**src/rtl/cpu_control_unit_pkg.sv**
```systemverilog
// Shared encodings for the hardwired CPU control sequencer.
// The WAIT state exists only when CU_SINGLE_STEP_EN is defined.
package cu_pkg;

    typedef enum logic [2:0] {
        INIT    = 3'd0,
        FETCH_L = 3'd1,
        FETCH_H = 3'd2,
        DECODE  = 3'd3,
        EXEC1   = 3'd4,
        EXEC2   = 3'd5,
        HALT    = 3'd6
`ifdef CU_SINGLE_STEP_EN
        ,
        WAIT    = 3'd7
`endif
    } state_t;

    localparam logic [3:0] OP_NOP = 4'h0;
    localparam logic [3:0] OP_LDI = 4'h1;
    localparam logic [3:0] OP_LDM = 4'h2;
    localparam logic [3:0] OP_STM = 4'h3;
    localparam logic [3:0] OP_NOT = 4'h6;
    localparam logic [3:0] OP_BRA = 4'hD;
    localparam logic [3:0] OP_BEQ = 4'hE;
    localparam logic [3:0] OP_HLT = 4'hF;

    localparam logic [1:0] FUN_CLR  = 2'b00;
    localparam logic [1:0] FUN_LOAD = 2'b01;
    localparam logic [1:0] FUN_DEC  = 2'b10;
    localparam logic [1:0] FUN_INC  = 2'b11;

    localparam logic [3:0] ALU_PASS = 4'b0000;
    localparam logic [3:0] ALU_NOT  = 4'b0010;

    localparam logic [1:0] MUX_ALU = 2'd0;
    localparam logic [1:0] MUX_MEM = 2'd1;
    localparam logic [1:0] MUX_IR  = 2'd2;
    localparam logic [1:0] MUX_ARF = 2'd3;
    localparam logic       MUXC_RF  = 1'b0;
    localparam logic       MUXC_ARF = 1'b1;

    localparam logic [3:0] ARF_AR  = 4'b1000;
    localparam logic [3:0] ARF_SP  = 4'b0100;
    localparam logic [3:0] ARF_PCP = 4'b0010;
    localparam logic [3:0] ARF_PC  = 4'b0001;
    localparam logic [3:0] ARF_ALL = 4'b1111;
    localparam logic [1:0] ARF_RD_AR = 2'd0;
    localparam logic [1:0] ARF_RD_PC = 2'd3;
    localparam logic [3:0] RF_ALL    = 4'b1111;

    typedef struct packed {
        logic [1:0] outasel;
        logic [1:0] outbsel;
        logic [1:0] funsel_ir;
        logic [1:0] funsel_arf;
        logic [1:0] funsel_rf;
        logic [3:0] funsel_alu;
        logic [3:0] regsel_rf;
        logic [3:0] regsel_arf;
        logic [3:0] rf_tsel;
        logic [2:0] rf_o1sel;
        logic [2:0] rf_o2sel;
        logic       wr_mem;
        logic       cs_mem;
        logic       ir_enable;
        logic       ir_lh;
        logic [1:0] mux_sel_a;
        logic [1:0] mux_sel_b;
        logic       mux_sel_c;
    } ctrl_word_t;

    // Memory deselected (chip select is active-low) and every register holds.
    localparam ctrl_word_t CTRL_IDLE = '{
        outasel:    2'd0,
        outbsel:    2'd0,
        funsel_ir:  FUN_LOAD,
        funsel_arf: FUN_LOAD,
        funsel_rf:  FUN_LOAD,
        funsel_alu: ALU_PASS,
        regsel_rf:  4'b0000,
        regsel_arf: 4'b0000,
        rf_tsel:    4'b0000,
        rf_o1sel:   3'd0,
        rf_o2sel:   3'd0,
        wr_mem:     1'b0,
        cs_mem:     1'b1,
        ir_enable:  1'b0,
        ir_lh:      1'b0,
        mux_sel_a:  MUX_ALU,
        mux_sel_b:  MUX_ALU,
        mux_sel_c:  MUXC_RF
    };

    function automatic logic [2:0] rf_read_sel(input logic [1:0] d);
        return {1'b1, d};
    endfunction

    function automatic logic [3:0] rf_enable(input logic [1:0] d);
        return 4'b1000 >> d;
    endfunction

    function automatic logic is_alu_op(input logic [3:0] op);
        return (op >= 4'h4) && (op <= 4'hC);
    endfunction

    function automatic logic is_binary_alu(input logic [3:0] op);
        return is_alu_op(op) && (op != OP_NOT) && (op != 4'hB) && (op != 4'hC);
    endfunction

    function automatic logic is_two_cycle(input logic [3:0] op);
        return (op == OP_LDM) || (op == OP_STM) || is_alu_op(op);
    endfunction

endpackage

```
**src/rtl/cpu_control_unit_if.sv**
```systemverilog
// Control/status bundle between the sequencer (master) and the datapath (slave).
interface cpu_control_unit_if;
    logic [7:0] ir_msb;
    logic [3:0] alu_flag;
    logic [1:0] outasel;
    logic [1:0] outbsel;
    logic [1:0] funsel_IR;
    logic [1:0] funsel_arf;
    logic [1:0] funsel_rf;
    logic [3:0] funsel_alu;
    logic [3:0] regsel_rf;
    logic [3:0] regsel_arf;
    logic [3:0] rf_tsel;
    logic [2:0] rf_o1sel;
    logic [2:0] rf_o2sel;
    logic       wrMEM;
    logic       csMEM;
    logic       IR_enable;
    logic       IR_lh;
    logic [1:0] MUXSelA;
    logic [1:0] MUXSelB;
    logic       MUXSelC;

    modport master (
        input  ir_msb, alu_flag,
        output outasel, outbsel, funsel_IR, funsel_arf, funsel_rf, funsel_alu,
               regsel_rf, regsel_arf, rf_tsel, rf_o1sel, rf_o2sel,
               wrMEM, csMEM, IR_enable, IR_lh, MUXSelA, MUXSelB, MUXSelC
    );

    modport slave (
        output ir_msb, alu_flag,
        input  outasel, outbsel, funsel_IR, funsel_arf, funsel_rf, funsel_alu,
               regsel_rf, regsel_arf, rf_tsel, rf_o1sel, rf_o2sel,
               wrMEM, csMEM, IR_enable, IR_lh, MUXSelA, MUXSelB, MUXSelC
    );
endinterface

```
**src/rtl/cpu_control_unit_decoder.sv**
```systemverilog
// Moore control-word decoder: state + latched instruction + Z flag -> datapath controls.
module cu_decoder
    import cu_pkg::*;
(
    input  state_t     state,
    input  logic [7:0] instr,
    input  logic       zero_flag,
    output ctrl_word_t ctrl
);

    logic [3:0] opcode;
    logic [1:0] dst;
    logic [1:0] src;

    assign opcode = instr[7:4];
    assign dst    = instr[3:2];
    assign src    = instr[1:0];

    // Unary ALU ops feed their single operand through port A from src.
    function automatic ctrl_word_t alu_operands(input ctrl_word_t base);
        ctrl_word_t w;
        w = base;
        w.mux_sel_c  = MUXC_RF;
        w.funsel_alu = (opcode == OP_NOT) ? ALU_NOT : opcode;
        if (is_binary_alu(opcode)) begin
            w.rf_o1sel = rf_read_sel(dst);
            w.rf_o2sel = rf_read_sel(src);
        end else begin
            w.rf_o1sel = rf_read_sel(src);
        end
        return w;
    endfunction

    always_comb begin
        ctrl = CTRL_IDLE;
        case (state)
            INIT: begin
                ctrl.regsel_arf = ARF_ALL;
                ctrl.regsel_rf  = RF_ALL;
                ctrl.rf_tsel    = RF_ALL;
                ctrl.funsel_arf = FUN_CLR;
                ctrl.funsel_rf  = FUN_CLR;
                ctrl.ir_enable  = 1'b1;
                ctrl.funsel_ir  = FUN_CLR;
            end
            FETCH_L, FETCH_H: begin
                ctrl.outbsel    = ARF_RD_PC;
                ctrl.cs_mem     = 1'b0;
                ctrl.ir_enable  = 1'b1;
                ctrl.funsel_ir  = FUN_LOAD;
                ctrl.ir_lh      = (state == FETCH_H);
                ctrl.regsel_arf = ARF_PC;
                ctrl.funsel_arf = FUN_INC;
            end
            EXEC1: begin
                case (opcode)
                    OP_LDI: begin
                        ctrl.mux_sel_a = MUX_IR;
                        ctrl.regsel_rf = rf_enable(dst);
                        ctrl.funsel_rf = FUN_LOAD;
                    end
                    OP_LDM: begin
                        ctrl.mux_sel_b  = MUX_IR;
                        ctrl.regsel_arf = ARF_AR;
                        ctrl.funsel_arf = FUN_LOAD;
                    end
                    OP_STM: begin
                        ctrl.mux_sel_b  = MUX_IR;
                        ctrl.regsel_arf = ARF_AR;
                        ctrl.funsel_arf = FUN_LOAD;
                        ctrl.mux_sel_c  = MUXC_RF;
                        ctrl.rf_o1sel   = rf_read_sel(src);
                        ctrl.funsel_alu = ALU_PASS;
                    end
                    OP_BRA, OP_BEQ: begin
                        ctrl.mux_sel_b  = MUX_IR;
                        ctrl.funsel_arf = FUN_LOAD;
                        ctrl.regsel_arf = (opcode == OP_BRA || zero_flag) ? ARF_PC : 4'b0000;
                    end
                    default: begin
                        if (is_alu_op(opcode)) begin
                            ctrl = alu_operands(ctrl);
                        end
                    end
                endcase
            end
            EXEC2: begin
                case (opcode)
                    OP_LDM: begin
                        ctrl.outbsel   = ARF_RD_AR;
                        ctrl.cs_mem    = 1'b0;
                        ctrl.mux_sel_a = MUX_MEM;
                        ctrl.regsel_rf = rf_enable(dst);
                        ctrl.funsel_rf = FUN_LOAD;
                    end
                    OP_STM: begin
                        ctrl.outbsel = ARF_RD_AR;
                        ctrl.cs_mem  = 1'b0;
                        ctrl.wr_mem  = 1'b1;
                    end
                    default: begin
                        if (is_alu_op(opcode)) begin
                            ctrl           = alu_operands(ctrl);
                            ctrl.mux_sel_a = MUX_ALU;
                            ctrl.regsel_rf = rf_enable(dst);
                            ctrl.funsel_rf = FUN_LOAD;
                        end
                    end
                endcase
            end
            default: ctrl = CTRL_IDLE;
        endcase
    end

endmodule

```
**src/rtl/cpu_control_unit.sv**
```systemverilog
// Fetch/decode/execute sequencer for the 8-bit datapath; holds state and instruction registers.
// Optional single-step gating of instruction fetch with CU_SINGLE_STEP_EN.
module cpu_control_unit
    import cu_pkg::*;
(
    input  logic       clock,
    input  logic       reset_n,
`ifdef CU_SINGLE_STEP_EN
    input  logic       step,
`endif
    cpu_control_unit_if.master bus,
    output logic       halted,
    output logic [2:0] state_dbg
);

    state_t     state_q;
    state_t     state_d;
    state_t     fetch_next;
    logic [7:0] instr_q;
    ctrl_word_t ctrl;

`ifdef CU_SINGLE_STEP_EN
    logic step_prev;
    logic step_latched;

    assign fetch_next = step_latched ? FETCH_L : WAIT;

    // A step edge is remembered until the fetch it authorises actually starts.
    always_ff @(posedge clock or negedge reset_n) begin
        if (!reset_n) begin
            step_prev    <= 1'b0;
            step_latched <= 1'b0;
        end else begin
            step_prev <= step;
            if (state_d == FETCH_L) begin
                step_latched <= 1'b0;
            end else if (step && !step_prev) begin
                step_latched <= 1'b1;
            end
        end
    end
`else
    assign fetch_next = FETCH_L;
`endif

    always_ff @(posedge clock or negedge reset_n) begin
        if (!reset_n) begin
            state_q <= INIT;
            instr_q <= 8'h00;
        end else begin
            state_q <= state_d;
            if (state_q == DECODE) begin
                instr_q <= bus.ir_msb;
            end
        end
    end

    always_comb begin
        state_d = state_q;
        case (state_q)
            INIT:    state_d = fetch_next;
            FETCH_L: state_d = FETCH_H;
            FETCH_H: state_d = DECODE;
            DECODE:  state_d = EXEC1;
            EXEC1: begin
                if (instr_q[7:4] == OP_HLT) begin
                    state_d = HALT;
                end else if (is_two_cycle(instr_q[7:4])) begin
                    state_d = EXEC2;
                end else begin
                    state_d = fetch_next;
                end
            end
            EXEC2:   state_d = fetch_next;
            HALT:    state_d = HALT;
`ifdef CU_SINGLE_STEP_EN
            WAIT:    state_d = step_latched ? FETCH_L : WAIT;
`endif
            default: state_d = INIT;
        endcase
    end

    cu_decoder u_decoder (
        .state     (state_q),
        .instr     (instr_q),
        .zero_flag (bus.alu_flag[3]),
        .ctrl      (ctrl)
    );

    assign bus.outasel    = ctrl.outasel;
    assign bus.outbsel    = ctrl.outbsel;
    assign bus.funsel_IR  = ctrl.funsel_ir;
    assign bus.funsel_arf = ctrl.funsel_arf;
    assign bus.funsel_rf  = ctrl.funsel_rf;
    assign bus.funsel_alu = ctrl.funsel_alu;
    assign bus.regsel_rf  = ctrl.regsel_rf;
    assign bus.regsel_arf = ctrl.regsel_arf;
    assign bus.rf_tsel    = ctrl.rf_tsel;
    assign bus.rf_o1sel   = ctrl.rf_o1sel;
    assign bus.rf_o2sel   = ctrl.rf_o2sel;
    assign bus.wrMEM      = ctrl.wr_mem;
    assign bus.csMEM      = ctrl.cs_mem;
    assign bus.IR_enable  = ctrl.ir_enable;
    assign bus.IR_lh      = ctrl.ir_lh;
    assign bus.MUXSelA    = ctrl.mux_sel_a;
    assign bus.MUXSelB    = ctrl.mux_sel_b;
    assign bus.MUXSelC    = ctrl.mux_sel_c;

    assign halted    = (state_q == HALT);
    assign state_dbg = state_q;

endmodule

```
**src/flat_wrapper.sv**
```systemverilog
// flat-port wrapper written by rule: the top's interface ports become plain ports
module cpu_control_unit_flat import cu_pkg::*;
  (clock, reset_n, halted, state_dbg, bus_ir_msb, bus_alu_flag, bus_outasel, bus_outbsel, bus_funsel_IR, bus_funsel_arf, bus_funsel_rf, bus_funsel_alu, bus_regsel_rf, bus_regsel_arf, bus_rf_tsel, bus_rf_o1sel, bus_rf_o2sel, bus_wrMEM, bus_csMEM, bus_IR_enable, bus_IR_lh, bus_MUXSelA, bus_MUXSelB, bus_MUXSelC);
  cpu_control_unit_if bus_i ();
  input  logic clock;
  input  logic reset_n;
  output logic halted;
  output logic [2:0] state_dbg;
  input wire logic [$bits(bus_i.ir_msb)-1:0] bus_ir_msb;
  input wire logic [$bits(bus_i.alu_flag)-1:0] bus_alu_flag;
  output wire logic [$bits(bus_i.outasel)-1:0] bus_outasel;
  output wire logic [$bits(bus_i.outbsel)-1:0] bus_outbsel;
  output wire logic [$bits(bus_i.funsel_IR)-1:0] bus_funsel_IR;
  output wire logic [$bits(bus_i.funsel_arf)-1:0] bus_funsel_arf;
  output wire logic [$bits(bus_i.funsel_rf)-1:0] bus_funsel_rf;
  output wire logic [$bits(bus_i.funsel_alu)-1:0] bus_funsel_alu;
  output wire logic [$bits(bus_i.regsel_rf)-1:0] bus_regsel_rf;
  output wire logic [$bits(bus_i.regsel_arf)-1:0] bus_regsel_arf;
  output wire logic [$bits(bus_i.rf_tsel)-1:0] bus_rf_tsel;
  output wire logic [$bits(bus_i.rf_o1sel)-1:0] bus_rf_o1sel;
  output wire logic [$bits(bus_i.rf_o2sel)-1:0] bus_rf_o2sel;
  output wire logic [$bits(bus_i.wrMEM)-1:0] bus_wrMEM;
  output wire logic [$bits(bus_i.csMEM)-1:0] bus_csMEM;
  output wire logic [$bits(bus_i.IR_enable)-1:0] bus_IR_enable;
  output wire logic [$bits(bus_i.IR_lh)-1:0] bus_IR_lh;
  output wire logic [$bits(bus_i.MUXSelA)-1:0] bus_MUXSelA;
  output wire logic [$bits(bus_i.MUXSelB)-1:0] bus_MUXSelB;
  output wire logic [$bits(bus_i.MUXSelC)-1:0] bus_MUXSelC;
  assign bus_i.ir_msb = bus_ir_msb;
  assign bus_i.alu_flag = bus_alu_flag;
  assign bus_outasel = bus_i.outasel;
  assign bus_outbsel = bus_i.outbsel;
  assign bus_funsel_IR = bus_i.funsel_IR;
  assign bus_funsel_arf = bus_i.funsel_arf;
  assign bus_funsel_rf = bus_i.funsel_rf;
  assign bus_funsel_alu = bus_i.funsel_alu;
  assign bus_regsel_rf = bus_i.regsel_rf;
  assign bus_regsel_arf = bus_i.regsel_arf;
  assign bus_rf_tsel = bus_i.rf_tsel;
  assign bus_rf_o1sel = bus_i.rf_o1sel;
  assign bus_rf_o2sel = bus_i.rf_o2sel;
  assign bus_wrMEM = bus_i.wrMEM;
  assign bus_csMEM = bus_i.csMEM;
  assign bus_IR_enable = bus_i.IR_enable;
  assign bus_IR_lh = bus_i.IR_lh;
  assign bus_MUXSelA = bus_i.MUXSelA;
  assign bus_MUXSelB = bus_i.MUXSelB;
  assign bus_MUXSelC = bus_i.MUXSelC;
  cpu_control_unit u_core (.clock(clock), .reset_n(reset_n), .bus(bus_i), .halted(halted), .state_dbg(state_dbg));
endmodule
```
**config.mk**
```make
export PLATFORM = sky130hd
export DESIGN_NAME = cpu_control_unit_flat
export DESIGN_NICKNAME = d
export VERILOG_FILES = /design/src/rtl/cpu_control_unit_pkg.sv /design/src/rtl/cpu_control_unit_if.sv /design/src/rtl/cpu_control_unit_decoder.sv /design/src/rtl/cpu_control_unit.sv /design/src/flat_wrapper.sv
export SDC_FILE = /design/constraint.sdc
export NUM_CORES = 1
export LEC_CHECK = 0
export BUFFER_PORTS_ARGS = -buffer_cell sky130_fd_sc_hd__buf_2
export CAP_MARGIN = 20
export CELL_PAD_IN_SITES_DETAIL_PLACEMENT = 2
export CELL_PAD_IN_SITES_GLOBAL_PLACEMENT = 2
export CORE_ASPECT_RATIO = 1.25
export CORE_UTILIZATION = 24
export DETAILED_ROUTE_END_ITERATION = 16
export GPL_TIMING_DRIVEN = 0
export PLACE_DENSITY = 0.83
export SYNTH_ARGS = -nofsm -noshare
export SYNTH_HDL_FRONTEND = slang
export SYNTH_HIERARCHICAL = 1
export SYNTH_SLANG_ARGS = --single-unit
export TNS_END_PERCENT = 10
```
**constraint.sdc**
```tcl
create_clock -name clock -period 2 [get_ports clock]
set_clock_uncertainty 0.1 [all_clocks]
set_input_delay 0.1 -clock clock [delete_from_list [all_inputs] [get_ports clock]]
set_output_delay 0.1 -clock clock [all_outputs]
set_load 0.02 [all_outputs]
```
==> reports/qor.csv <==
stage,metric,value,unit
global_routing,vias in the first global route,1237,
global_routing,total gr overflow,0,
synth,Most used DFF post-synth,dfrtp_1,
setup_path,crit path from,u_core/state_dbg[0],
setup_path,r2r endpoint,u_core/state_dbg[2],
power_and_ir_drop,Switch Pwr,1.69,mW
cts,clock transition at the registers of the reported paths,0.05,ns
setup_path,Worst Setup Start Kind,register,
synth,mux contribution to synthesized area,0.0906,
cts,clock sinks,11,
timing,setup slack after layout,-0.126,ns
synth,post-synthesis sequential area ratio,0.246,
synth,top post-synthesis cells by count,"13 x buf_4, 11 x dfrtp_1, 10 x nand2_1",
floorplanning,IO Count,59,
synth,"FF+latch count, synth",11,
run,max_cap viols,0,
floorplanning,Die Wd,63.1,um
cells_and_area,Antenna diodes,0,
setup_path,Worst Path Buf+Inv,1,
cells_and_area,nets,218,
timing,FMAX,470,MHz
drt,M1 wire length,1620,um
floorplanning,die area,4940,sq um
synth,xor/xnor cell area share of the yosys netlist,0.0157,
drt,vias post-DR,1227,
drt,met3 wirelength from detailed routing,80,um
drt,total wire length,3870,um
drt,max layer used,met4,
synth,top-count cell post-synth,buf_4,
synth,syn avg cell area,8.11,sq um
power_and_ir_drop,Worst VDD drop,0.603,mV
synth,complex-gate fraction of the synthesized area,0.199,
setup_path,crit-path max FO,9,
setup_path,Worst path depth,5,
global_routing,antenna violations before repair,0,
power_and_ir_drop,P_leak,0.784,nW
worst_hold_path,class of the worst hold path,primary input to register,
drt,initial DRC count,45,
synth,Synth Area in Adders,0,
cts,clk_lat worst skew,0.24,ns
cts,CTS Buf Count,3,
synth,Netlist cell types,44,
timing,unrepaired setup endpoints after global routing,yes,
setup_path,Crit path max-delay family,simple AND/OR/NAND/NOR gates,
drt,WL per Instance,14.8,um
place,Detail Placement HPWL,2780,um
power_and_ir_drop,switching share of power,0.538,
timing,hold slack,-0.00263,ns
timing,Sum Neg Setup Slack,-0.317,ns
synth,cell taking the most area after synthesis,dfrtp_1,
timing,crit share post-route,1.06,
place,Placer Congestion,0.774,
synth,Mapped Area,1120,sq um
power_and_ir_drop,Pint,1.45,mW
place,post-place setup slack,0.0132,ns
synth,post-synth top area share,0.246,
run_status,failing checks,"hold timing, setup timing",
synth,"EDFF count, synth",0,
timing,final count of hold timing violations,1,
drt,drt first pass iters,4,
setup_path,CP arrival,1.93,ns
drt,post-route ant nets,0,
setup_path,CP endpoint,bus_regsel_rf[3],
floorplanning,Die H,78.3,um
setup_path,Critical R2R Launch,u_core/instr_q[7],
cts,Root Buffer,clkbuf_8,
timing,fin. max-slew vios,0,
cts,CTS H-Tree Depth,1,
floorplanning,row count,27,
setup_path,slowest CP cell,or4b_4,
setup_path,WS Path Type,register to output port,
worst_hold_path,hold path start,bus_ir_msb[6],
setup_path,CP peak stage delay,0.51,ns
synth,Synth area leaders,"dfrtp_1 25%, mux2_2 9.1%, buf_4 8.7%",
drt,DRC errors left,0,
synth,Synth Area in Simple Gates,0.311,
synth,asr flop ratio synth,1.00,
drt,met2 routed WL,2150,um
synth,largest family of logic cells by synthesized area,simple AND/OR/NAND/NOR gates,
power_and_ir_drop,share of power burned in registers,0.178,
setup_path,Worst Setup End Kind,output port,
power_and_ir_drop,Pwr Density,1940,nW/um^2
setup_path,critical-path cell list,or4b_4 -> a21oi_2 -> a31oi_2 -> o41ai_2 -> buf_4,
cts,CTS tree,yes,
synth,warnings from Yosys,6,
power_and_ir_drop,Comb power frac,0.752,
floorplanning,core area,4430,sq um
power_and_ir_drop,Clock Power Share,0.070,
timing,Final setup viols,5,
global_routing,gr usage total,0.157,
global_routing,first-pass GRT wire length,6200,um
drt,vias per inst,4.70,
setup_path,FF-to-FF path depth,3,
global_routing,largest net degree at the start of global routing,16,
cts,CTS Buffer Depth,2,
run_status,status,finished with violations,
timing,crit path time final,2.13,ns
place,PortBufs,49,
cells_and_area,P&R area growth vs syn,44.4,%
floorplanning,initial core utilization,0.253,
cells_and_area,share of cells above drive strength 1,0.498,
setup_path,r2r setup slk,0.63,ns
synth,Synth Instances,138,
setup_path,WP data required,1.80,ns
## metal layers
| metal | global-route usage | vias up |
|---|---|---|
| met5 | 0 | - |
| met2 | 0.302 | 22 |
| met4 | 0.0488 | 0 |
| met1 | 0.180 | 598 |
| li1 | - | 603 |
| met3 | 0.0116 | 4 |
## stage by stage
| step | power (mW) | cell area, sq um | std cells | utilization |
|---|---|---|---|---|
| after global placement | 2.70 | 1460 | 250 | 0.329 |
| after floorplan | 2.10 | 1140 | 143 | - |
| after detailed placement | 2.76 | 1460 | 250 | 0.329 |
| after global routing | 3.38 | 1620 | 261 | 0.365 |
| final | 3.14 | 1620 | 261 | 0.365 |
| after CTS | 3.10 | 1600 | 261 | 0.361 |
## cell families (layout without fill, tap and decap cells)
| kind of cell | after synthesis | count (layout) |
|---|---|---|
| buffers and inverters | 25 | 85 |
| AOI/OAI and AO/OA | 32 | 32 |
| muxes | 9 | 9 |
| xor gates and xnor gates | 2 | 2 |
| DFF | 11 | 11 |
| and+or+nand+nor | 58 | 58 |
| other | 1 | 6 |
## sequential cells by signal, indices dropped and copies added (netlist names)
signal	count
u_core/state_dbg	3
u_core/instr_q	8
## layout by cell type (no fill, tap or decap), types with 2 or more instances in the layout
cell type,instances
buf_2,53
buf_4,19
nand2_1,10
mux2_2,9
nor2_1,8
and2_1,7
o21ai_0,7
a21oi_1,6
dfrtp_1,6
conb_1,6
dlygate4sd3_1,5
nand3_1,5
dfrtp_2,5
nand2b_1,5
nor2b_1,4
clkbuf_8,3
or3_1,3
nand3b_1,3
clkbuf_1,2
o211ai_1,2
xnor2_1,2
a21boi_0,2
o22ai_1,2
nor3_1,2
## how the worst min path moves through the flow
stage          cells past startpoint  slack [ns]                   to
4_1_cts                            2       0.001    u_core/instr_q[6]
6_report                           2      -0.003    u_core/instr_q[6]
5_1_grt                            2       0.008    u_core/instr_q[7]
3_3_place_gp                       1       -0.12  u_core/state_dbg[1]
2_1_floorplan                      0       -0.30    u_core/instr_q[0]
3_5_place_dp                       1       -0.12  u_core/state_dbg[1]
## power groups by stage
stage	sequential [mW]	clock, mW	combinational, mW
2_1_floorplan	0.523	0	1.58
3_3_place_gp	0.538	0	2.16
3_5_place_dp	0.553	0	2.21
4_1_cts	0.551	0.225	2.32
5_1_grt	0.586	0.240	2.55
6_report	0.559	0.221	2.36
## layout make-up
| type | instances | area, sq um |
|---|---|---|
| fill | 535 | 2810 |
| inverter | 2 | 10.0 |
| clock buffer | 4 | 45.0 |
| multi-input combinational | 107 | 737 |
| sequential | 11 | 282 |
| buffer | 23 | 156 |
| timing repair buffer | 56 | 313 |
| tap | 58 | 72.6 |
## repair_timing
item	in CTS	in global routing
setup buffers	2	0
hold buffers	5	0
endpoints found under the setup margin	15	17
resized for setup	14	10
endpoints found under the hold margin	15	0
No activity file was read; power rests on OpenSTA's default activity.
